**src/rtl/pc_unit.sv**
```systemverilog
// -----------------------------------------------------------------------------
// pc_unit
//
// Program-counter unit for the single-cycle MIPS core. It holds the PC in a
// register and drives instruction memory directly. The next PC is chosen from
// these sources, highest priority first:
//   exception redirect > HALT hold > stall hold > jr > jump > branch > seq
// A two-state RUN/HALT FSM freezes fetch until resume or an exception.
//
// Optional feature (compile-time macro PC_ALIGN_CHECK_EN):
//   defined   : a jr to a target that is not word-aligned is trapped to
//               EXC_VEC. epc captures the PC and misalign pulses for one cycle.
//   undefined : the jr target is forced to word alignment, and misalign is 0.
//
// Parameters
//   WIDTH     PC width in bits (32..64)
//   RESET_VEC PC value loaded on reset
//   EXC_VEC   exception/trap target, zero-extended to WIDTH
//   INC       sequential increment in bytes
//
// Ports
//   clk           in   rising-edge clock
//   reset_n       in   asynchronous active-low reset
//   stall         in   hold PC this cycle
//   branch_taken  in   conditional branch resolved taken
//   branch_offset in   sign-extended word offset (WIDTH)
//   jump          in   J/JAL
//   jump_index    in   26-bit instruction index field
//   jr            in   JR/JALR
//   jr_target     in   register-file value for jr (WIDTH)
//   exc           in   exception request
//   halt          in   enter HALT
//   resume        in   leave HALT
//   pc            out  current PC (registered)
//   pc_plus_inc   out  pc + INC (combinational link value)
//   epc           out  PC of the faulting instruction (registered)
//   halted        out  FSM is in HALT (registered)
//   misalign      out  one-cycle pulse on a trapped misaligned jr
// -----------------------------------------------------------------------------
module pc_unit #(
   parameter int                WIDTH     = 32,
   parameter logic [WIDTH-1:0]  RESET_VEC = '0,
   parameter logic [31:0]       EXC_VEC   = 32'h0000_0080,
   parameter int                INC       = 4
) (
   input  logic             clk,
   input  logic             reset_n,
   input  logic             stall,
   input  logic             branch_taken,
   input  logic [WIDTH-1:0] branch_offset,
   input  logic             jump,
   input  logic [25:0]      jump_index,
   input  logic             jr,
   input  logic [WIDTH-1:0] jr_target,
   input  logic             exc,
   input  logic             halt,
   input  logic             resume,
   output logic [WIDTH-1:0] pc,
   output logic [WIDTH-1:0] pc_plus_inc,
   output logic [WIDTH-1:0] epc,
   output logic             halted,
   output logic             misalign
);

   typedef enum logic {
      ST_RUN  = 1'b0,
      ST_HALT = 1'b1
   } state_t;

   state_t           r_state;
   state_t           w_state_nxt;
   logic [WIDTH-1:0] r_pc;
   logic [WIDTH-1:0] r_epc;
   logic [WIDTH-1:0] w_pc_nxt;
   logic [WIDTH-1:0] w_epc_nxt;
   logic [WIDTH-1:0] w_exc_vec;
   logic [WIDTH-1:0] w_seq;
   logic [WIDTH-1:0] w_br;
   logic [WIDTH-1:0] w_jmp;

`ifdef PC_ALIGN_CHECK_EN
   logic r_misalign;
   logic w_mis_nxt;
`else
   logic [1:0] w_unused_jr_lsb;
   assign w_unused_jr_lsb = jr_target[1:0];
`endif

   // Targets; all sums wrap modulo 2^WIDTH.
   assign w_exc_vec = WIDTH'(EXC_VEC);
   assign w_seq     = r_pc + WIDTH'(INC);
   assign w_br      = w_seq + (branch_offset << 2);
   // Pseudo-direct jump keeps the region bits of the delay-slot address.
   assign w_jmp     = {w_seq[WIDTH-1:28], jump_index, 2'b00};

   always_comb begin
      w_state_nxt = r_state;
      w_pc_nxt    = r_pc;
      w_epc_nxt   = r_epc;
`ifdef PC_ALIGN_CHECK_EN
      w_mis_nxt   = 1'b0;
`endif
      if (exc) begin
         // Exception overrides HALT and stall alike.
         w_pc_nxt    = w_exc_vec;
         w_epc_nxt   = r_pc;
         w_state_nxt = ST_RUN;
      end else if (r_state == ST_HALT) begin
         // PC holds on the leaving edge as well; fetch restarts one edge later.
         if (resume) begin
            w_state_nxt = ST_RUN;
         end
      end else if (halt) begin
         w_state_nxt = ST_HALT;
      end else if (stall) begin
         w_pc_nxt = r_pc;
      end else if (jr) begin
`ifdef PC_ALIGN_CHECK_EN
         if (jr_target[1:0] != 2'b00) begin
            w_pc_nxt  = w_exc_vec;
            w_epc_nxt = r_pc;
            w_mis_nxt = 1'b1;
         end else begin
            w_pc_nxt = jr_target;
         end
`else
         w_pc_nxt = {jr_target[WIDTH-1:2], 2'b00};
`endif
      end else if (jump) begin
         w_pc_nxt = w_jmp;
      end else if (branch_taken) begin
         w_pc_nxt = w_br;
      end else begin
         w_pc_nxt = w_seq;
      end
   end

   always_ff @(posedge clk or negedge reset_n) begin
      if (!reset_n) begin
         r_state <= ST_RUN;
         r_pc    <= RESET_VEC;
         r_epc   <= '0;
      end else begin
         r_state <= w_state_nxt;
         r_pc    <= w_pc_nxt;
         r_epc   <= w_epc_nxt;
      end
   end

`ifdef PC_ALIGN_CHECK_EN
   always_ff @(posedge clk or negedge reset_n) begin
      if (!reset_n) begin
         r_misalign <= 1'b0;
      end else begin
         r_misalign <= w_mis_nxt;
      end
   end
   assign misalign = r_misalign;
`else
   assign misalign = 1'b0;
`endif

   assign pc          = r_pc;
   assign pc_plus_inc = w_seq;
   assign epc         = r_epc;
   assign halted      = (r_state == ST_HALT);

endmodule

```
**config.mk**
```make
export PLATFORM = sky130hd
export DESIGN_NAME = pc_unit
export DESIGN_NICKNAME = d
export VERILOG_FILES = /design/src/rtl/pc_unit.sv
export SDC_FILE = /design/constraint.sdc
export NUM_CORES = 1
export LEC_CHECK = 0
export BUFFER_PORTS_ARGS = -buffer_cell sky130_fd_sc_hd__buf_2
export CAP_MARGIN = 20
export CELL_PAD_IN_SITES_DETAIL_PLACEMENT = 0
export CELL_PAD_IN_SITES_GLOBAL_PLACEMENT = 1
export CORE_ASPECT_RATIO = 0.7
export CORE_UTILIZATION = 39
export CTS_CLUSTER_SIZE = 20
export DETAILED_ROUTE_END_ITERATION = 7
export PLACE_DENSITY_LB_ADDON = 0.1
export SYNTH_ARGS = -nofsm -noshare
export SYNTH_HDL_FRONTEND = slang
export SYNTH_SLANG_ARGS = --single-unit
```
**constraint.sdc**
```tcl
create_clock -name clk -period 5.45 [get_ports clk]
set_input_delay 0.2725 -clock clk [delete_from_list [all_inputs] [get_ports clk]]
set_output_delay 0.2725 -clock clk [all_outputs]
set_load 0.03 [all_outputs]
```
==> summary.md, run 1 <==
| Metric | Value |
|---|---|
| Status | complete, no violations |
| Crit path top cell by count | a21o_1 |
| Nets | 902 |
| Routed Antenna Nets | 0 |
| Post-Route WL | 19200 um |
| Multi-input logic area | 3510 sq um |
| Cell type of the slowest stage on the worst timing path | a41oi_1 |
| Main synth FF type | dfrtp_1 |
| Synthesized area per cell | 8.88 sq um |
| Core footprint | 12700 sq um |
| RSZ-0062 raised after global routing | no |
| Cts repair resizes | 0 |
| Area leader, netlist | dfrtp_1 |
| Via count | 5343 |
| Setup crit end kind | flop |
| IO Pins | 197 |
| Global-route wire length before repair | 29200 um |
| Worst-Skew Late Latency | 0.32 ns |
| Final setup fails | 0 |
| Final Max Tran Viols | 0 |
| Fill cell count | 1228 |
| Die area | 13900 sq um |
| CTS tree | yes |
| DRT Pass-1 Iters | 5 |
| WL/cell | 20.6 um |
| Chip Width | 140 um |
| Total Neg Setup Slack | 0 ns |
| Top cells by area, synth | dfrtp_1, ha_1, mux2_2 |
| Cts hold-fix bufs | 0 |
| Cell Pwr Density | 246 nW/um^2 |
| Async set or reset register ratio after synthesis | 100% |
| I/O Buffers | 185 |
| Dpl ws | 1.21 ns |
| Slew HR | 33.9% |
| Post-CTS setup buffers | 0 |
| Post-synth EDFFs | 0 |
| H-tree depth | 3 |
| Drt via density | 5.73 |
| Worst Max-Slew Pin Slew | 0.991 ns |
| PnR worst setup slack | 1.15 ns |
| Worst Hold Class | input pin to asynchronous set/reset pin |
| Worst EP required | 5.64 ns |
| Critical path class | flop to flop |
| Post-synthesis cell area | 5220 sq um |
| Drt initial violations | 488 |
| Worst path cell trace | ha_1, and3_1, nand3_1, xnor2_1, ha_1, a21o_1, a21o_1, a211oi_1, a21o_1, nand3_2, and2_4, a41oi_1, mux2i_1, o211ai_1 |
| Initial antenna violation count | 1 |
| Warning count from the yosys run | 0 |
| FMAX | 0.232 GHz |
| Critical Path Start Type | flop |
| GR Overflow Total | 0 |
| DRC Markers | 0 |
| Share of layout cells above drive strength 1 | 34.0% |
| CP arrival | 4.50 ns |
| Sink Count | 61 |
| # Max-Cap Violations | 0 |
| Register area | 1530 sq um |
| Antenna cell count | 0 |
| Root Buffer | clkbuf_16 |
| Register area share after synthesis | 29.2% |
| DP Wirelength | 15300 um |
| Fin crit share | 79.0% |
| Maximum net fanout on the critical path | 7 |
| Number of synthesized register bits | 61 |
| Clock slew seen by the registers of the worst setup and hold paths | 0.05 ns |
| Pin count of the biggest net entering global routing | 62 |
| Clock skew | 0.00476 ns |
| Global-route usage over all layers | 28.0% |
| Clk buf depth | 2 |
| Static Leakage | 0.00349 uW |
| Vias in the first global route | 5074 |
| Slowest cell delay on critical path | 0.60 ns |
| Die Span Y | 98.8 um |
| Synth Instances | 588 |
| Final min period | 4.30 ns |
| Initial Util | 41.1% |
| Synth-to-Final Area Change | 26.2% |
| GPL Wtd Cong | 0.919 |
| Site row count | 34 |
| Synth unique cells | 73 |
| Peak supply drop | 0.265 mV |
| CTS Buf Count | 9 |
| Final hold vios | 0 |
| Synth top area share | 29.2% |
[sequential cells by signal (all words and copies together) (netlist names)]
| name | flops |
|---|---|
| halted | 1 |
| pc | 30 |
| epc | 30 |
[layout by cell type, fill, tap and decap left out, drive strengths merged, types with 11 or more instances in the layout]
| master | n |
|---|---|
| mux2 | 33 |
| nand3 | 15 |
| inv | 11 |
| o21ai | 39 |
| nor2 | 44 |
| ha | 36 |
| a211oi | 12 |
| xor2 | 20 |
| buf | 191 |
| a21o | 17 |
| xnor2 | 28 |
| dfrtp | 61 |
| a21oi | 38 |
| nand2 | 64 |
[area by class of cell]
cell class                      instances  share of cell area, %
Multi-Input combinational cell        491                   53.2
Sequential cell                        61                   23.2
Timing Repair Buffer                  191                   14.7
Clock buffer                           10                   3.47
Tap cell                              162                   3.07
Clock inverter                          6                   1.69
Inverter                               12                  0.683
[worst max-delay path, delay by kind of cell, from the launching register on]
kind,cells,cell delay (ns)
AO/OA/AOI/OAI,6,1.69
adder cells (fa/ha/maj),2,0.68
AND/OR/NAND/NOR,4,0.67
flip-flops,1,0.48
XOR/XNOR,1,0.39
multiplexers,1,0.27
[per-stage QoR]
step                      util (%)  instances  instance area, sq um  power [uW]  hold slack (ns)
after floorplan                  -        594                  5250         813          -0.0231
after global placement        49.2        917                  6250         968            0.452
after detailed placement      49.2        917                  6250         972            0.472
after CTS                     51.8        933                  6590        1630            0.121
after global routing          51.8        933                  6590        1690            0.133
final                         51.8        933                  6590        1620            0.111
[path summary, 6_finish.rpt]
path | startpoint | end | slack [ns] | depth (start not counted)
worst min register to register | epc[25] | epc[25] | 0.50 | 1
worst max register to register | pc[2] | pc[31] | 1.15 | 14
worst max-delay path | pc[2] | pc[31] | 1.15 | 14
min in group clk | resume | halted | 0.13 | 2
max in group asynchronous | reset_n | epc[26] | 4.83 | 2
worst min-delay path | reset_n | epc[6] | 0.11 | 2
[report_power, final]
group	total [uW]	internal, uW	switching [uW]
Combinational	460	161	299
Clock	648	446	201
Sequential	513	479	33.4
Total	1620	1090	534
[cell families after synthesis]
family	share of synthesized area [%]
and+or+nand+nor	17.6
other	0.0718
DFF	29.2
buffers and inverters	4.12
muxes	8.91
AOI/OAI and AO/OA	22.9
adders and majority gates	9.01
xor gates and xnor gates	8.19
[routing by layer]
layer | GRT usage (%) | wire length (um) | vias to the layer above | part of all wire, %
met3 | 3.98 | 1480 | 14 | 7.7
met2 | 36.0 | 7220 | 245 | 38
li1 | - | - | 2544 | -
met5 | 0 | 13 | - | 0.068
met1 | 47.2 | 10400 | 2538 | 54
met4 | 5.58 | 122 | 2 | 0.63
[Yosys cell counts (3+ instances only)]
master,instances
a211oi_1,12
a21boi_0,3
a21o_1,16
a21oi_1,38
a221o_1,8
a22o_1,3
a22oi_1,10
a311oi_1,4
a31oi_1,3
and2_1,3
and3_1,7
and3_2,3
and4_1,3
buf_4,8
clkbuf_1,17
dfrtp_1,61
ha_1,36
inv_1,11
mux2_2,32
mux2i_1,9
nand2_1,63
nand2b_1,4
nand3_1,12
nand4_1,8
nor2_1,44
nor2b_1,6
nor3_1,6
nor4_1,5
o211ai_1,6
o21a_1,5
o21ai_0,34
o21ai_1,5
o221ai_1,4
o22ai_1,3
o31ai_1,3
xnor2_1,27
xor2_1,20
No activity file was read; power rests on OpenSTA's default activity.
==> inputs of run 2 (changes only) <==
--- a/config.mk
+++ b/config.mk
@@ -10,7 +10,7 @@
 export CELL_PAD_IN_SITES_DETAIL_PLACEMENT = 0
 export CELL_PAD_IN_SITES_GLOBAL_PLACEMENT = 1
 export CORE_ASPECT_RATIO = 0.7
-export CORE_UTILIZATION = 39
+export CORE_UTILIZATION = 33
 export CTS_CLUSTER_SIZE = 20
 export DETAILED_ROUTE_END_ITERATION = 7
 export PLACE_DENSITY_LB_ADDON = 0.1
==> constraint.sdc (replaced) <==
create_clock -name clk -period 3.6 [get_ports clk]
set_input_delay 0.18 -clock clk [delete_from_list [all_inputs] [get_ports clk]]
set_output_delay 0.18 -clock clk [all_outputs]
set_load 0.03 [all_outputs]
==> run 2 against run 1 <==
Against the previous run: the flow now finishes with violations (DRC); sequential cell count unchanged; global-route usage shrank 2.3 points; worst hold slack got worse by 0.080 ns; highest routed layer is now met4.
==> summary.md, run 2 (synthesis gave the netlist of run 1 again) <==
| Metric | Value |
|---|---|
| Status | complete, but fails checks (was complete, no violations) |
| Failing checks | DRC |
| Fin crit share | 99.0% (was 79.0%) |
| Worst hold stages | 2 |
| Final Max Tran Viols | 0 (unchanged) |
| Clk buf depth | 2 (unchanged) |
| CTS Buf Count | 9 (unchanged) |
| Critical Path Start Type | flop (unchanged) |
| Reg-to-reg slack, setup | 0.04 ns (was 1.15 ns) |
| Setup crit end kind | flop (unchanged) |
| Cell Pwr Density | 321 nW/um^2 (was 246 nW/um^2) |
| Nets | 993 (was 902) |
| Worst Hold Class | input pin to flop (was input pin to asynchronous set/reset pin) |
| Routed Antenna Nets | 0 (unchanged) |
| Worst EP required | 3.83 ns (was 5.64 ns) |
| Synth-to-Final Area Change | 49.5% (was 26.2%) |
| Maximum net fanout on the critical path | 4 (was 7) |
| Clock slew seen by the registers of the worst setup and hold paths | 0.06 ns (was 0.05 ns) |
| Critical path class | flop to flop (unchanged) |
| Post-Route WL | 21100 um (was 19200 um) |
| Final min period | 3.56 ns (was 4.30 ns) |
| Share of layout cells above drive strength 1 | 48.1% (was 34.0%) |
| Pin count of the biggest net entering global routing | 42 (was 62) |
| Root Buffer | clkbuf_16 (unchanged) |
| Reg2reg start | pc[11] (was pc[2]) |
| Slew HR | 62.9% (was 33.9%) |
| Total Neg Setup Slack | 0 ns (unchanged) |
| Register area | 1540 sq um (was 1530 sq um) |
| Global-route wire length before repair | 31300 um (was 29200 um) |
| # Max-Cap Violations | 0 (unchanged) |
| Core footprint | 15500 sq um (was 12700 sq um) |
| I/O Buffers | 185 (unchanged) |
| Commonest non-fill, non-tap cell in the layout | buf_2 (unchanged) |
| Site row count | 38 (was 34) |
| Reg2reg path depth | 16 (was 14) |
| WL/cell | 19.8 um (was 20.6 um) |
| Chip Width | 152 um (was 140 um) |
| Fill cell count | 1500 (was 1228) |
| Sink Count | 61 (unchanged) |
| H-tree depth | 3 (unchanged) |
| Vias in the first global route | 5320 (was 5074) |
| CTS tree | yes (unchanged) |
| Worst Max-Slew Pin Slew | 0.557 ns (was 0.991 ns) |
| DP Wirelength | 16800 um (was 15300 um) |
| FMAX | 0.281 GHz (was 0.232 GHz) |
| Hold Crit Start | resume |
| IO Pins | 197 (unchanged) |
| DRC Markers | 8 (was 0) |
| GR Overflow Total | 0 (unchanged) |
| Drt initial violations | 396 (was 488) |
| R2R Path End | pc[24] (was pc[31]) |
| Peak supply drop | 0.286 mV (was 0.265 mV) |
| Most frequent cells in the layout | buf_2, buf_4, nand2_1, dfrtp_1, nor2_1 (was buf_2, nand2_1, dfrtp_1, nor2_1, a21oi_1) |
| Endpoint, Worst Hold | halted |
| Die area | 16300 sq um (was 13900 sq um) |
| Initial Util | 33.7% (was 41.1%) |
| Static Leakage | 0.00404 uW (was 0.00349 uW) |
| Initial antenna violation count | 1 (unchanged) |
| Drt via density | 5.38 (was 5.73) |
| Final setup fails | 0 (unchanged) |
| GPL Wtd Cong | 0.922 (was 0.919) |
| Clock skew | 0.00767 ns (was 0.00476 ns) |
| Via count | 5718 (was 5343) |
| CP arrival | 3.79 ns (was 4.50 ns) |
| Final hold vios | 0 (unchanged) |
| Worst-Skew Late Latency | 0.34 ns (was 0.32 ns) |
| DRT Pass-1 Iters | 7 (was 5) |
| Global-route usage over all layers | 25.7% (was 28.0%) |
| Die Span Y | 107 um (was 98.8 um) |
| Multi-input logic area | 3960 sq um (was 3510 sq um) |
| Final hold slack | 0.0315 ns (was 0.111 ns) |
run 2: cell count changes in the layout (fill, tap and decap cells not counted), sizes merged:
cell	before	now
inv	11	13
clkinvlp	1	3
dlygate4sd3	0	1
diode	0	1
clkinv	3	1
buf	191	281
bufinv	3	1
run 2: worst max-delay path by stage:
stage	from	to	slack, ns	depth (start not counted)
4_1_cts	pc[3]	pc[31]	0.003	16
6_report	pc[11]	pc[24]	0.04	16
3_3_place_gp	pc[2]	pc[31]	0.05	16
3_5_place_dp	pc[11]	pc[22]	0.04	16
5_1_grt	pc[11]	pc[22]	-0.04	16
2_1_floorplan	pc[10]	pc[30]	-0.007	14
run 2: routing by layer:
layer / global-route usage (%) / routed length [um] / vias up / share of wire, %
met2: 32.7 / 8040 / 267 / 38
met4: 5.39 / 194 / 0 / 0.92
met3: 5.35 / 1920 / 12 / 9.1
met5: 0 / 0 / - / 0
li1: - / - / 2727 / -
met1: 42.0 / 10900 / 2712 / 52
run 2: report_power, final:
group / internal (uW) / switching [uW]
logic: 334 / 514
registers: 726 / 34.4
clock network: 559 / 337
total: 1620 / 886
run 2: timing repair:
action / 4_1_cts / 5_1_grt
endpoints found under the hold margin: 0 / 40
hold buffers: 0 / 1
buffers inserted: 0 / 14
endpoints found under the setup margin: 0 / 15
resized for setup: 0 / 37
run 2: layout make-up:
type | instances | share of cell area (%)
diodes | 1 | 0.0321
repair buffers | 282 | 21.7
flip-flops and latches | 61 | 19.7
clock buffers | 10 | 3.06
multi-input cells | 491 | 50.7
clock inverters | 6 | 0.897
well taps | 200 | 3.21
inverters | 12 | 0.577
run 2: worst max-delay path, cell delays in order (launching register included):
cell and delay, ns:
dfrtp_2 0.38, and4_4 0.26, and3_4 0.21, and3_4 0.20
nor2b_4 0.20, xor2_4 0.31, ha_4 0.27, a21oi_2 0.14
o21ai_1 0.10, a21o_1 0.18, a21o_1 0.16, nor2b_2 0.16
a21oi_1 0.19, buf_4 0.15, o21ai_0 0.15, o2bb2ai_1 0.18
nor2_1 0.21
run 2: per-stage QoR:
stage | instance area [sq um] | std cells | util (%) | worst slack (ns) | total power (uW)
after floorplan | 5520 | 594 | - | -0.00724 | 1250
final | 7810 | 1063 | 50.4 | 0.0357 | 2510
after global routing | 7810 | 1063 | 50.4 | -0.0448 | 2630
after detailed placement | 7140 | 1030 | 46.1 | 0.0436 | 1570
after CTS | 7450 | 1046 | 48.0 | 0.00303 | 2480
after global placement | 7140 | 1030 | 46.1 | 0.0544 | 1570
